[src/rtl/seq_share_ctrl.sv]
// seq_share_ctrl: round-robin time-sharing of one serial 2-bit sequence unit among N_REQ requesters
module seq_share_ctrl #(
    parameter int N_REQ  = 4,
    parameter int DATA_W = 8,
    parameter int LEN_W  = 4
) (
    input  logic                      clk,
    input  logic                      rst,
    input  logic [N_REQ-1:0]          req,
    input  logic [N_REQ*DATA_W-1:0]   data,
    input  logic [N_REQ*LEN_W-1:0]    len,
    output logic [N_REQ-1:0]          gnt,
    output logic                      busy,
    output logic                      done,
    output logic [$clog2(N_REQ)-1:0]  done_id,
    output logic [LEN_W-1:0]          hit_cnt,
    output logic                      unit_a,
    output logic                      unit_rst_n,
    input  logic                      unit_y
);
    localparam int IW = $clog2(N_REQ);
    localparam int TW = LEN_W + 1;
    localparam logic [2:0] IDLE = 3'd0, CLEAR = 3'd1, RUN = 3'd2, DRAIN = 3'd3, DONE = 3'd4;
    logic [2:0]        state;
    logic [IW-1:0]     ptr, win, pick;
    logic [DATA_W-1:0] sh;
    logic [LEN_W-1:0]  len_q, len_raw, len_c, acc, acc_nxt;
    logic [TW-1:0]     t;
    logic              hit;
    always_comb begin
        pick = ptr;
        for (int i = N_REQ - 1; i >= 0; i--)
            if (req[(int'(ptr) + i) % N_REQ]) pick = IW'((int'(ptr) + i) % N_REQ);
    end
    assign len_raw = len[pick*LEN_W +: LEN_W];
    assign len_c   = (len_raw > LEN_W'(DATA_W)) ? LEN_W'(DATA_W) : len_raw;
    // unit_y lags the unit state by one cycle, so t=2..len+1 sees the states after bits 1..len
    assign hit     = unit_y && (t >= TW'(2));
    assign acc_nxt = acc + LEN_W'(hit);
    always_ff @(posedge clk) begin
        if (rst) begin
            state      <= IDLE;
            ptr        <= '0;
            win        <= '0;
            sh         <= '0;
            len_q      <= '0;
            acc        <= '0;
            t          <= '0;
            gnt        <= '0;
            busy       <= 1'b0;
            done       <= 1'b0;
            done_id    <= '0;
            hit_cnt    <= '0;
            unit_a     <= 1'b0;
            unit_rst_n <= 1'b0;
        end else begin
            case (state)
                IDLE: begin
                    unit_rst_n <= ~|req;
                    if (|req) begin
                        state <= CLEAR;
                        win   <= pick;
                        gnt   <= {{(N_REQ-1){1'b0}}, 1'b1} << pick;
                        busy  <= 1'b1;
                        sh    <= data[pick*DATA_W +: DATA_W];
                        len_q <= len_c;
                        acc   <= '0;
                    end
                end
                CLEAR: begin
                    unit_rst_n <= 1'b1;
                    t          <= '0;
                    state      <= (len_q == '0) ? DRAIN : RUN;
                    unit_a     <= (len_q != '0) && sh[0];
                    sh         <= sh >> 1;
                end
                RUN: begin
                    t      <= t + TW'(1);
                    acc    <= acc_nxt;
                    state  <= (t + TW'(1) == TW'(len_q)) ? DRAIN : RUN;
                    unit_a <= (t + TW'(1) != TW'(len_q)) && sh[0];
                    sh     <= sh >> 1;
                end
                DRAIN: begin
                    t   <= t + TW'(1);
                    acc <= acc_nxt;
                    if (t == TW'(len_q) + TW'(1)) begin
                        state   <= DONE;
                        done    <= 1'b1;
                        done_id <= win;
                        hit_cnt <= acc_nxt;
                    end
                end
                DONE: begin
                    done  <= 1'b0;
                    gnt   <= '0;
                    busy  <= 1'b0;
                    ptr   <= (win == IW'(N_REQ - 1)) ? '0 : win + IW'(1);
                    state <= IDLE;
                end
                default: state <= IDLE;
            endcase
        end
    end
endmodule
[config.mk]
export PLATFORM = sky130hd
export DESIGN_NAME = seq_share_ctrl
export DESIGN_NICKNAME = d
export VERILOG_FILES = /design/src/rtl/seq_share_ctrl.sv
export SDC_FILE = /design/constraint.sdc
export NUM_CORES = 1
export LEC_CHECK = 0
export ABC_AREA = 1
export BUFFER_PORTS_ARGS = -buffer_cell sky130_fd_sc_hd__buf_2
export CAP_MARGIN = 20
export CORE_MARGIN = 2
export CORE_UTILIZATION = 57
export CTS_BUF_LIST = sky130_fd_sc_hd__clkbuf_16
export DETAILED_ROUTE_END_ITERATION = 12
export HOLD_SLACK_MARGIN = 0.06
export PLACE_DENSITY = 0.85
export SYNTH_ARGS = -nofsm -noshare
export SYNTH_HDL_FRONTEND = slang
export SYNTH_SLANG_ARGS = --single-unit
[constraint.sdc]
create_clock -name clk -period 3.5 [get_ports clk]
set_clock_uncertainty 0.1 [all_clocks]
set_input_delay 0.7 -clock clk [delete_from_list [all_inputs] [get_ports clk]]
set_output_delay 0.7 -clock clk [all_outputs]
set_load 0.005 [all_outputs]
==> results_dict.tcl <==
set metrics [dict create \
    initial_utilization_pct 60.5 \
    endpoint_kind "register" \
    cell_by_cell_listing_of_the_critical_path "inv_1 > ha_1 > xnor2_1 > nand3_1 > nor2_1 > nand4_1 > nor2_1 > inv_1 > nand2_1 > a21oi_1" \
    critical_path.max_stage_delay_ns 0.47 \
    synth_top_flop_cell "sky130_fd_sc_hd__dfxtp_1" \
    netlist-cell-type-count 34 \
    relSlewSlack_pct 46.8 \
    syn_avg_cell_area_sq_um 6.29 \
    number_of_enable_type_register_cells_in_the_synthesized_netlist 0 \
    maxCapViolCount 0 \
    final_min_period_over_clock_period_pct 69.5 \
    tightestPinTransition_ns 0.795 \
    count_leader_synth "sky130_fd_sc_hd__nand2_1" \
    globalplace.congestion 0.900 \
    hpwl_um 4760 \
    ys_async_sr_fraction_pct 0 \
    clock_tree.root_cell "sky130_fd_sc_hd__clkbuf_16" \
    synth.cells.most_frequent "154 x sky130_fd_sc_hd__nand2_1, 45 x sky130_fd_sc_hd__nand3_1, 42 x sky130_fd_sc_hd__dfxtp_1" \
    area_delta_synth_final_pct 18.2 \
    htree_levels 2 \
    fraction_of_layout_instances_using_a_drive_strength_above_1_pct 19.0 \
    yosysTopAreaCellShare_pct 31.3 \
    slew_viol_final 0 \
    post-route-drc-count 0 \
    crit_family "simple AND/OR/NAND/NOR gates" \
    filler_cell_count 373 \
    synth_seq_cells 42 \
    n_antenna_cell 0 \
    cts_post_setup_buffers_inserted 0 \
    synthesis.instances 427 \
    drt.antenna.violating_nets 0 \
    maxClockFrequency_mhz 411 \
    initialDrtViolationCount 136 \
    mappedNetlistNets 489 \
    run_status "completed" \
    global_route_wire_length_before_repair_um 10800 \
    grt_max_degree 31 \
    netlist_area_sq_mm 0.00269 \
    power_per_cell_area_mw_per_mm2 627 \
    path_max_fanout 8 \
    placement_rows 24 \
    fin_setup_tns_ns 0 \
    number_of_vias_per_cell_after_detailed_routing 5.28 \
    setup_viol 0 \
    leakage_uw 0.00167 \
    total_clock_sinks 42 \
    synthTopCellsByArea "sky130_fd_sc_hd__dfxtp_1 31%, sky130_fd_sc_hd__nand2_1 22%, sky130_fd_sc_hd__nand3_1 8.4%, sky130_fd_sc_hd__nor2_1 5.7%, sky130_fd_sc_hd__a21oi_1 5.4%" \
    clk-insertion-delay-late_ns 0.28 \
    antenna_violations_before_repair 0 \
    grt_util_all_layers_pct 25.5 \
    worstPathArrival_ns 2.48 \
    die_width_um 72.7 \
    timing.hold.worst.class "reg2reg" \
    final_nets 550 \
    combined_area_of_the_multi_input_logic_cells_sq_mm 0.00160 \
    cts_hold_buffers 0 \
    critical_path_buf_inv_count 2 \
    overall_die_area_sq_mm 0.00528 \
    rsz_0062_raised_after_global_routing "no" \
    routed_wire_length_per_instance_um 11.7 \
    period_minus_slack_ns 2.43 \
    setup_slack_ns 1.07 \
    dp_slack_ns 0.911 \
    grt-ovfl-total 0 \
    ir_drop_mv 0.380 \
    critPathRequiredTime_ns 3.55 \
    yosys_warnings 0 \
    clk_pin_slew_ns 0.06 \
    power_uw 1990 \
    pin_count 69 \
    die_h_um 72.7 \
    core-area_sq_mm 0.00444 \
    fin_worst_hold_slack_ns 0.364 \
    synth.yosys.seq_area_share_pct 31.3 \
    firstDrtPassIters 5 \
    critical_path_class "reg2reg" \
    routed_wl_um 6350 \
    timing.critical_path.from_type "register" \
    cts_buffers 5 \
    final_hold_viol_count 0 \
    sequential_cell_area_sq_um 841 \
    grt_pass1_vias 2561 \
    clock_tree_from_tritoncts "built" \
    port_buffers 68 \
    final_std_cell_area_no_fill_sq_mm 0.00318 \
    post_synth_top_area_cell "sky130_fd_sc_hd__dfxtp_1" \
    cts.path.max_buffers 2 \
    cts_repair_resize_count 0 \
    routed-via-count 2856 \
    crit_slowest_cell "sky130_fd_sc_hd__nor2_1" \
    placed_cell_area_sq_mm 0.00301 \
]
## sequential cells by signal (all words and copies together), names as in the netlist, 2 cells and up
register  flops
state         3
acc           4
len_q         4
ptr           2
gnt           4
win           2
done_id       2
sh            8
t             5
hit_cnt       4
## metal layers
layer | global-route usage [%] | share of wire, %
met1 | 33.2 | 47
met2 | 43.1 | 47
met3 | 6.08 | 5.1
met4 | 5.14 | 1.0
met5 | 0 | 0
## worst register-to-register path, stage by stage (launching register included)
cell and delay (ns):
sky130_fd_sc_hd__dfxtp_1 0.41, sky130_fd_sc_hd__inv_1 0.09, sky130_fd_sc_hd__ha_1 0.31, sky130_fd_sc_hd__xnor2_1 0.14
sky130_fd_sc_hd__nand3_1 0.09, sky130_fd_sc_hd__nor2_1 0.12, sky130_fd_sc_hd__nand4_1 0.11, sky130_fd_sc_hd__nor2_1 0.47
sky130_fd_sc_hd__inv_1 0.27, sky130_fd_sc_hd__nand2_1 0.12, sky130_fd_sc_hd__a21oi_1 0.06
## layout make-up
type                       count  area share, %
sequential                    42           26.5
tap                           52           2.05
multi-input combinational    331           50.5
inverter                      39           4.77
timing repair buffer          69           11.0
clock inverter                 3           1.30
clock buffer                   5           3.94
## logic make-up after synthesis
family	after synthesis	share of synthesized area (%)
and+or+nand+nor	261	42.3
buffers and inverters	54	9.03
AOI/OAI and AO/OA	53	10.9
DFF	42	31.3
xor gates and xnor gates	10	3.26
adders and majority gates	7	3.26
## cells in the final DEF, fill, tap and decap left out, drive strengths merged
cell type,n
a211oi,1
a21oi,31
a31oi,1
buf,69
bufinv,1
clkbuf,5
clkinvlp,1
dfxtp,42
ha,7
inv,40
nand2,160
nand3,46
nand3b,4
nand4,4
nor2,42
nor3,1
nor4,2
o211ai,4
o21ai,13
o22ai,2
o41ai,1
or2,2
xnor2,2
xor2,8
## path summary, 6_finish.rpt
check | depth (start not counted) | endpoint | from | slack, ns
hold reg to reg | 2 | gnt[1] | gnt[1] | 0.36
setup / recovery | 10 | hit_cnt[2] | len_q[1] | 1.07
setup reg to reg | 10 | hit_cnt[2] | len_q[1] | 1.07
hold / removal | 2 | gnt[1] | gnt[1] | 0.36
## power breakdown
part,switching [uW],leakage [uW],total [uW],internal [uW]
logic,516,0.00124,812,296
clock network,180,0.0000812,514,333
registers,88.1,0.000343,665,577
total,785,0.00167,1990,1210
## per-stage QoR
stage	std cells	util, %
finish	541	71.5
global route	541	71.5
CTS	541	71.5
detailed placement	533	67.7
global placement	533	67.7
floorplan	427	-
Power figures use the tool's default switching activity.
